<file path="src/rtl/pwm_ramp_ctrl.sv">
// pwm_ramp_ctrl: duty-cycle sequencer placed in front of an 8-bit PWM generator.
// It accepts a target duty and ramp rate, then moves the applied duty one STEP
// toward the target every "rate" PWM periods. This gives soft start and soft stop.
// Optional abort input: define PWM_RAMP_ABORT_EN to add abort_i.
module pwm_ramp_ctrl #(
  parameter int WIDTH  = 8,
  parameter int STEP   = 1,
  parameter int RATE_W = 8
) (
  input  logic              clk,
  input  logic              rst_i,
  input  logic              ena,
  input  logic              period_tick,
  input  logic              cmd_valid,
  output logic              cmd_ready,
  input  logic [WIDTH-1:0]  cmd_target,
  input  logic [RATE_W-1:0] cmd_rate,
`ifdef PWM_RAMP_ABORT_EN
  input  logic              abort_i,
`endif
  output logic [WIDTH-1:0]  duty_o,
  output logic              busy_o,
  output logic              done_o
);

  typedef enum logic [1:0] {S_IDLE, S_RAMP, S_DONE} state_t;

  // Step size in the widened domain, used for the distance comparison.
  localparam logic [WIDTH:0]   L_STEP_X = (WIDTH+1)'(STEP);
  // Step size at duty width; a step is taken only when the remaining distance
  // exceeds STEP, so adding or subtracting it can never wrap.
  localparam logic [WIDTH-1:0] L_STEP_N = WIDTH'(STEP);

  state_t              r_state;
  state_t              w_state_next;
  logic [WIDTH-1:0]    r_duty;
  logic [WIDTH-1:0]    r_target;
  logic [RATE_W-1:0]   r_rate;
  logic [RATE_W-1:0]   r_cnt;

  logic                w_abort;
  logic                w_accept;
  logic                w_tick;
  logic                w_fire;
  logic [RATE_W-1:0]   w_cap_rate;
  logic [WIDTH-1:0]    w_base;
  logic [WIDTH:0]      w_duty_x;
  logic [WIDTH:0]      w_tgt_x;
  logic [WIDTH:0]      w_diff;
  logic                w_up;
  logic [WIDTH-1:0]    w_duty_step;

`ifdef PWM_RAMP_ABORT_EN
  assign w_abort = abort_i;
`else
  assign w_abort = 1'b0;
`endif

  assign w_accept   = (r_state == S_IDLE) && ena && cmd_valid;
  assign w_tick     = (r_state == S_RAMP) && ena && period_tick;
  assign w_fire     = w_tick && (r_cnt == (r_rate - RATE_W'(1)));
  assign w_cap_rate = (cmd_rate == '0) ? RATE_W'(1) : cmd_rate;
  // The duty that the captured target is compared with. An abort in the same
  // cycle zeroes the duty, so the comparison uses zero in that case.
  assign w_base     = w_abort ? '0 : r_duty;

  // Next ramp value: clamp to the target when it is within one step.
  always_comb begin
    w_duty_x = {1'b0, r_duty};
    w_tgt_x  = {1'b0, r_target};
    w_up     = (w_tgt_x > w_duty_x);
    w_diff   = w_up ? (w_tgt_x - w_duty_x) : (w_duty_x - w_tgt_x);
    if (w_diff <= L_STEP_X) begin
      w_duty_step = r_target;
    end else if (w_up) begin
      w_duty_step = r_duty + L_STEP_N;
    end else begin
      w_duty_step = r_duty - L_STEP_N;
    end
  end

  // State register.
  always_ff @(posedge clk) begin
    if (rst_i) begin
      r_state <= S_IDLE;
    end else begin
      r_state <= w_state_next;
    end
  end

  // Next-state logic.
  always_comb begin
    w_state_next = r_state;
    case (r_state)
      S_IDLE: begin
        if (w_accept) begin
          w_state_next = (cmd_target == w_base) ? S_DONE : S_RAMP;
        end
      end
      S_RAMP: begin
        if (w_abort) begin
          w_state_next = S_IDLE;
        end else if (w_fire && (w_duty_step == r_target)) begin
          w_state_next = S_DONE;
        end
      end
      S_DONE:  w_state_next = S_IDLE;
      default: w_state_next = S_IDLE;
    endcase
  end

  // Command capture, period counter and applied duty.
  always_ff @(posedge clk) begin
    if (rst_i) begin
      r_duty   <= '0;
      r_target <= '0;
      r_rate   <= '0;
      r_cnt    <= '0;
    end else begin
      if (w_accept) begin
        r_target <= cmd_target;
        r_rate   <= w_cap_rate;
        r_cnt    <= '0;
      end
      if (w_abort) begin
        r_duty <= '0;
      end else if (w_fire) begin
        r_duty <= w_duty_step;
        r_cnt  <= '0;
      end else if (w_tick) begin
        r_cnt  <= r_cnt + RATE_W'(1);
      end
    end
  end

  // Status and handshake outputs decoded from the state.
  always_comb begin
    cmd_ready = (r_state == S_IDLE) && ena;
    busy_o    = (r_state == S_RAMP);
    done_o    = (r_state == S_DONE);
  end

  assign duty_o = r_duty;

endmodule

</file>
<file path="config.mk">
export PLATFORM = sky130hd
export DESIGN_NAME = pwm_ramp_ctrl
export DESIGN_NICKNAME = d
export VERILOG_FILES = /design/src/rtl/pwm_ramp_ctrl.sv
export SDC_FILE = /design/constraint.sdc
export NUM_CORES = 1
export LEC_CHECK = 0
export CORE_MARGIN = 2
export CORE_UTILIZATION = 57
export CTS_CLUSTER_SIZE = 16
export DETAILED_ROUTE_END_ITERATION = 16
export HOLD_SLACK_MARGIN = 0.1
export PLACE_DENSITY = 0.81
export SKIP_LAST_GASP = 1
export SYNTH_ARGS = -nofsm -noshare
export SYNTH_HDL_FRONTEND = slang
export SYNTH_SLANG_ARGS = --single-unit
</file>
<file path="constraint.sdc">
create_clock -name clk -period 5.4 [get_ports clk]
set_input_delay 0.54 -clock clk [delete_from_list [all_inputs] [get_ports clk]]
set_output_delay 0.54 -clock clk [all_outputs]
set_load 0.01 [all_outputs]
</file>
# ---- Word-level counts from Yosys, hierarchy flattened
# Index checks and enable logic that the tools add are counted.
dict set report totals {
  register_bits 34
  input_bits 21
  word_cells 41
}
dict set report op_classes {
  n_addsub 6
  order_cmp 2
  eq_ne 7
  n_mux 10
  reduce_logical 11
}
# op n
set op_table {}
lappend op_table {{$mux W8} 5}
lappend op_table {{$eq A8 B8 Y1} 3}
lappend op_table {{$sub A8 B8 Y9} 2}
lappend op_table {{$add A8 B1 Y8 const B} 2}
lappend op_table {{$sub A8 B1 Y8 const B} 2}
lappend op_table {{$le A9 B1 Y1 const B} 1}
lappend op_table {{$mux W9} 1}
lappend op_table {{$gt A8 B8 Y1} 1}
lappend op_table {{$logic_not A8 Y1} 1}
lappend op_table {{$logic_and A1 B1 Y1} 6}
lappend op_table {{$mux W2} 3}
lappend op_table {{$pmux W2 S2} 1}
lappend op_table {{$eq A2 B1 Y1 const B} 1}
lappend op_table {{$eq A2 B2 Y1 const B} 1}
lappend op_table {{$logic_not A2 Y1} 1}
lappend op_table {{$ne A2 B1 Y1 const B} 1}
lappend op_table {{$ne A2 B2 Y1 const B} 1}
lappend op_table {{$reduce_and A2 Y1} 1}
lappend op_table {{$reduce_bool A2 Y1} 1}
lappend op_table {{$reduce_or A2 Y1} 1}

# ---- Logic depth before layout (Yosys ltp)
dict set report depth {
  depth_word 8
  mapped_depth 17
  mapped_depth_nobuf 16
}

# ---- Worst setup path after synthesis
# No wires, ideal clock.
dict set report synth_path {
  kind {register to register}
  startpoint {reg r_duty[3], in the netlist duty_o[3]}
  endpoint {reg r_state[0]}
  setup_ns 0.120
  arrival_time_ns 3.824
  t_required_ns 5.280
  setup_slack_ns 1.457
  stages_incl_launch_ff 17
  synth_period_minus_slack_ns 3.943
  cell_sequence {dfxtp_1 inv_1 ha_1 clkbuf_1 a21o_1 a21oi_1 a21oi_1 o22ai_1 inv_1 fa_1 nor2b_1 o21ai_0 a21boi_0 a221o_1 o21ai_0 or4_1 o31a_1}
}
dict set report synth_between {
  elab_chain_len 8
  elab_cells_between_ends 17
  classes_between {add/sub (4); order compare (2); eq/ne (3); mux (6); reduce/logical (2)}
}
# element line_no
set synth_rtl {}
lappend synth_rtl {{start, declared} 36} ;# logic [WIDTH-1:0] r_duty;
lappend synth_rtl {{start signal, assigned} 128} ;# r_duty <= w_duty_step;
lappend synth_rtl {{$sub A8 B8 Y9 or $gt A8 B8 Y1 (tied branches)} {72, 71}}
lappend synth_rtl {{$mux W9} 72} ;# w_diff = w_up ? (w_tgt_x - w_duty_x) : (w_duty_x - w_tgt_x);
lappend synth_rtl {{$le A9 B1 Y1} 73} ;# if (w_diff <= L_STEP_X) begin
lappend synth_rtl {{$mux W8} 73}
lappend synth_rtl {{$eq A8 B8 Y1} 103} ;# end else if (w_fire && (w_duty_step == r_target)) begin
lappend synth_rtl {{$logic_and A1 B1 Y1} 103}
lappend synth_rtl {{$ne A2 B1 Y1 (no source line)} n/a}
lappend synth_rtl {{$reduce_and A2 Y1 (no source line)} n/a}
lappend synth_rtl {{end signal, assigned} 87} ;# r_state <= w_state_next;
lappend synth_rtl {{end, declared} 34} ;# state_t r_state;
# Parallel ways exist; a longest one is shown, timed or not. The select of a mux whose other input is x is not followed.
# A chain may end at the register's enable or synchronous reset.

# ---- Worst setup path in the final report
# Same ends and word-level chain as after synthesis.

==> flow_results.xml <==
<?xml version="1.0" encoding="UTF-8"?>
<metrics>
  <group name="run_status">
    <metric name="outcome" unit="">finished clean</metric>
  </group>
  <group name="sta">
    <metric name="finalSetupViolations" unit="">0</metric>
    <metric name="fin_crit_sh" unit="%">81.86</metric>
    <metric name="whs" unit="ps">485.0</metric>
    <metric name="finalWorstPathRequiredPeriod" unit="ps">4420</metric>
    <metric name="clock.fmax" unit="MHz">226.2</metric>
    <metric name="hold_viol" unit="">0</metric>
    <metric name="worst_slack" unit="ps">979.6</metric>
    <metric name="slew_viol_final" unit="">0</metric>
    <metric name="worst-slew-pin-transition" unit="ps">1262</metric>
    <metric name="slew_headroom" unit="%">13.46</metric>
    <metric name="setup_tns" unit="ps">0</metric>
    <metric name="timing.clock.skew" unit="ps">10.03</metric>
    <metric name="rsz_0062_raised_after_global_routing" unit="">no</metric>
  </group>
  <group name="layout">
    <metric name="drive_above_1_share" unit="%">3.788</metric>
    <metric name="p_r_area_growth_vs_syn" unit="%">14.62</metric>
    <metric name="seqCellArea" unit="um^2">680.7</metric>
    <metric name="antennaDiodeCount" unit="">0</metric>
    <metric name="multi_input_area" unit="um^2">2013</metric>
    <metric name="fin_util" unit="%">68.44</metric>
    <metric name="num-nets-final" unit="">445</metric>
    <metric name="fillerInstances" unit="">395</metric>
    <metric name="final_design_area_no_fill" unit="um^2">3276</metric>
  </group>
  <group name="placed_design">
    <metric name="finalWeightedCongestion" unit="">0.9806</metric>
    <metric name="placement.setup.worst_slack" unit="ps">1036</metric>
    <metric name="portBuffers" unit="">31</metric>
    <metric name="dpl-instance-area" unit="um^2">3193</metric>
    <metric name="place.detailed.hpwl" unit="mm">5.490</metric>
  </group>
  <group name="floorplanning">
    <metric name="initial_core_util" unit="%">59.71</metric>
    <metric name="dieArea" unit="um^2">5596</metric>
    <metric name="floorplan.die.height" unit="um">74.81</metric>
    <metric name="io_pins" unit="">32</metric>
    <metric name="standard_cell_core_area" unit="um^2">4786</metric>
    <metric name="core.rowCount" unit="">25</metric>
    <metric name="floorplan.die.width" unit="um">74.81</metric>
  </group>
  <group name="global_route">
    <metric name="grt_first_pass_wirelength" unit="mm">11.67</metric>
    <metric name="grt_antenna_before_repair" unit="">0</metric>
    <metric name="total_routing_usage_gr" unit="%">27.14</metric>
    <metric name="largest_net_degree_at_the_start_of_global_routing" unit="">23</metric>
    <metric name="most_heavily_used_metal_layer_in_global_routing" unit="">met2</metric>
    <metric name="overflow" unit="">0</metric>
    <metric name="grt_pass1_vias" unit="">2608</metric>
    <metric name="grt_util_met2" unit="%">47.59</metric>
    <metric name="groute.layer.met3.usage" unit="%">3.882</metric>
    <metric name="global_route.usage.met1" unit="%">32.03</metric>
  </group>
  <group name="clock_tree">
    <metric name="numCtsBuffers" unit="">5</metric>
    <metric name="cts_sinks" unit="">34</metric>
    <metric name="postCtsSetupRepairBufs" unit="">0</metric>
    <metric name="tritoncts_clock_tree" unit="">done</metric>
    <metric name="clk_root_buffer_cell" unit="">clkbuf_8</metric>
    <metric name="clk_latency" unit="ps">280</metric>
    <metric name="clkSlewWorstSetupHoldPaths" unit="ps">70</metric>
    <metric name="clockBufferDepth" unit="">2</metric>
    <metric name="cts_hold_buffers" unit="">0</metric>
    <metric name="cts-htree-levels" unit="">2</metric>
    <metric name="count_of_cells_resized_by_post_cts_repair" unit="">0</metric>
  </group>
  <group name="yosys">
    <metric name="yosys_most_used_dff" unit="">dfxtp_1</metric>
    <metric name="number_of_enable_flip_flop_cells_after_synthesis" unit="">0</metric>
    <metric name="synth.avg_cell_area" unit="um^2">7.641</metric>
    <metric name="yosys_warnings" unit="">0</metric>
    <metric name="postSynthRegisterBits" unit="">34</metric>
    <metric name="yosys.area.top_type_share" unit="%">23.82</metric>
    <metric name="syn-num-nets" unit="">422</metric>
    <metric name="synthesized_cell_area" unit="um^2">2858</metric>
    <metric name="synth.top_cells.by_area" unit="">dfxtp_1 (24%), ha_1 (11%), nand2_1 (7.0%)</metric>
    <metric name="synth-seq-area-share" unit="%">23.82</metric>
    <metric name="yosys.area.top_type" unit="">dfxtp_1</metric>
    <metric name="synth_common_cells" unit="">nand2_1 (53), a21oi_1 (34), dfxtp_1 (34)</metric>
    <metric name="ys_async_sr_fraction" unit="%">0</metric>
    <metric name="postSynthCellCount" unit="">374</metric>
    <metric name="yosys.cell_types.count" unit="">50</metric>
    <metric name="cell_with_the_most_instances_after_synthesis" unit="">nand2_1</metric>
  </group>
  <group name="critical_path">
    <metric name="critPathCaptureType" unit="">flop</metric>
    <metric name="worst_ep_required_time" unit="ps">5560</metric>
    <metric name="timing.critical_path.from_type" unit="">flop</metric>
    <metric name="critPathKind" unit="">reg -&gt; reg</metric>
    <metric name="cp_cell_sequence" unit="">inv_1, ha_1, a21o_1, a21oi_1, a21oi_1, o22ai_1, inv_1, fa_1, nor2b_1, o21ai_0, a21boi_0, a221o_1, o21ai_0, or4_1, o31a_1</metric>
    <metric name="worst-path-max-fanout" unit="">8</metric>
    <metric name="critPathMaxStageDelay" unit="ps">580</metric>
    <metric name="timing.critical_path.slowest_stage_cell" unit="">o22ai_1</metric>
    <metric name="endpoint_arrival_time_on_the_critical_path" unit="ps">4580</metric>
  </group>
  <group name="route">
    <metric name="routed-via-count" unit="">2709</metric>
    <metric name="drc" unit="">0</metric>
    <metric name="initial_drc_count" unit="">112</metric>
    <metric name="routed_wirelength" unit="mm">7.162</metric>
    <metric name="route.detailed.vias_per_inst" unit="">5.851</metric>
    <metric name="routed_wire_length_per_instance" unit="um">15.47</metric>
    <metric name="pre_repair_dr_iteration_count" unit="">5</metric>
    <metric name="antenna_left" unit="">0</metric>
  </group>
  <group name="hold_path">
    <metric name="min-delay-path-class" unit="">reg -&gt; reg</metric>
  </group>
  <group name="job">
    <metric name="maxCapViolCount" unit="">0</metric>
  </group>
  <group name="pwr">
    <metric name="leakage" unit="nW">1.249</metric>
    <metric name="power_density" unit="nW/um^2">208.6</metric>
    <metric name="worst_vdd_ir" unit="mV">0.1846</metric>
  </group>
</metrics>
per-layer routing:
metal  routed length, um  vias to the layer above  share of wire (%)
li1                    -                     1340                  -
met2                3591                       73                 50
met5                   0                        -                  0
met3                 320                       20                4.5
met4                 270                        0                3.8
met1                2979                     1276                 42
placed cells by master (no fill, tap or decap), types with 2 or more instances in the layout:
master and instances:
a2111o_1 2, a211oi_1 8, a21boi_0 3, a21o_1 3
a21oi_1 34, a31oi_1 4, and2_1 2, and3_1 5
clkbuf_8 6, clkdlybuf4s50_1 31, dfxtp_1 34, fa_1 3
ha_1 24, inv_1 27, mux2_2 3, mux2i_1 9
nand2_1 53, nand2b_1 3, nand3_1 8, nand4_1 3
nor2_1 28, nor2b_1 8, nor3_1 9, nor3b_1 2
nor4_1 3, o21a_1 3, o21ai_0 16, o21bai_1 3
o22ai_1 3, o2bb2ai_1 3, or4_1 2, xnor2_1 18
xor2_1 16
stage by stage:
| step | instances | total power, mW |
|---|---|---|
| finish | 463 | 0.6833 |
| global route | 463 | 0.7225 |
| CTS | 463 | 0.6851 |
| detailed placement | 457 | 0.4978 |
| global placement | 457 | 0.4937 |
| floorplan | 374 | 0.4409 |
path summary, 6_finish.rpt:
check	cells past startpoint	end	slack, ps	from
max	15	r_state[0]	980	duty_o[3]
min	2	r_target[7]	490	r_target[7]
max reg2reg	15	r_state[0]	980	duty_o[3]
min reg2reg	2	r_target[7]	490	r_target[7]
kinds of logic after synthesis:
family,count (synthesis),share of synthesized area (%)
compound gates,91,20.01
fa+ha+maj,27,12.61
flops,34,23.82
simple gates,132,22.29
mux,12,4.335
buf+inv,43,5.736
xor+xnor,35,11.21
power breakdown:
part	switching (mW)	internal, mW	leakage, nW
Combinational	0.126	0.103	0.930
Sequential	0.00978	0.258	0.276
Clock	0.0879	0.0983	0.0431
flip-flops by register name, indices dropped and copies added, names as in the netlist:
name,cells
duty_o,8
r_cnt,8
r_rate,8
r_target,8
r_state,2
layout make-up:
type | instances | area share (%)
Multi-Input combinational cell | 297 | 61.46
Sequential cell | 34 | 20.78
Timing Repair Buffer | 31 | 9.473
Inverter | 28 | 3.209
Tap cell | 67 | 2.559
Clock buffer | 6 | 2.521
critical path: cells and delay by family (launching register included):
family | cells | cell delay (ps)
DFF | 1 | 430
buffers and inverters | 2 | 290
and+or+nand+nor | 2 | 620
AOI/OAI and AO/OA | 9 | 2110
adders and majority gates | 2 | 850
Power figures use the tool's default switching activity.
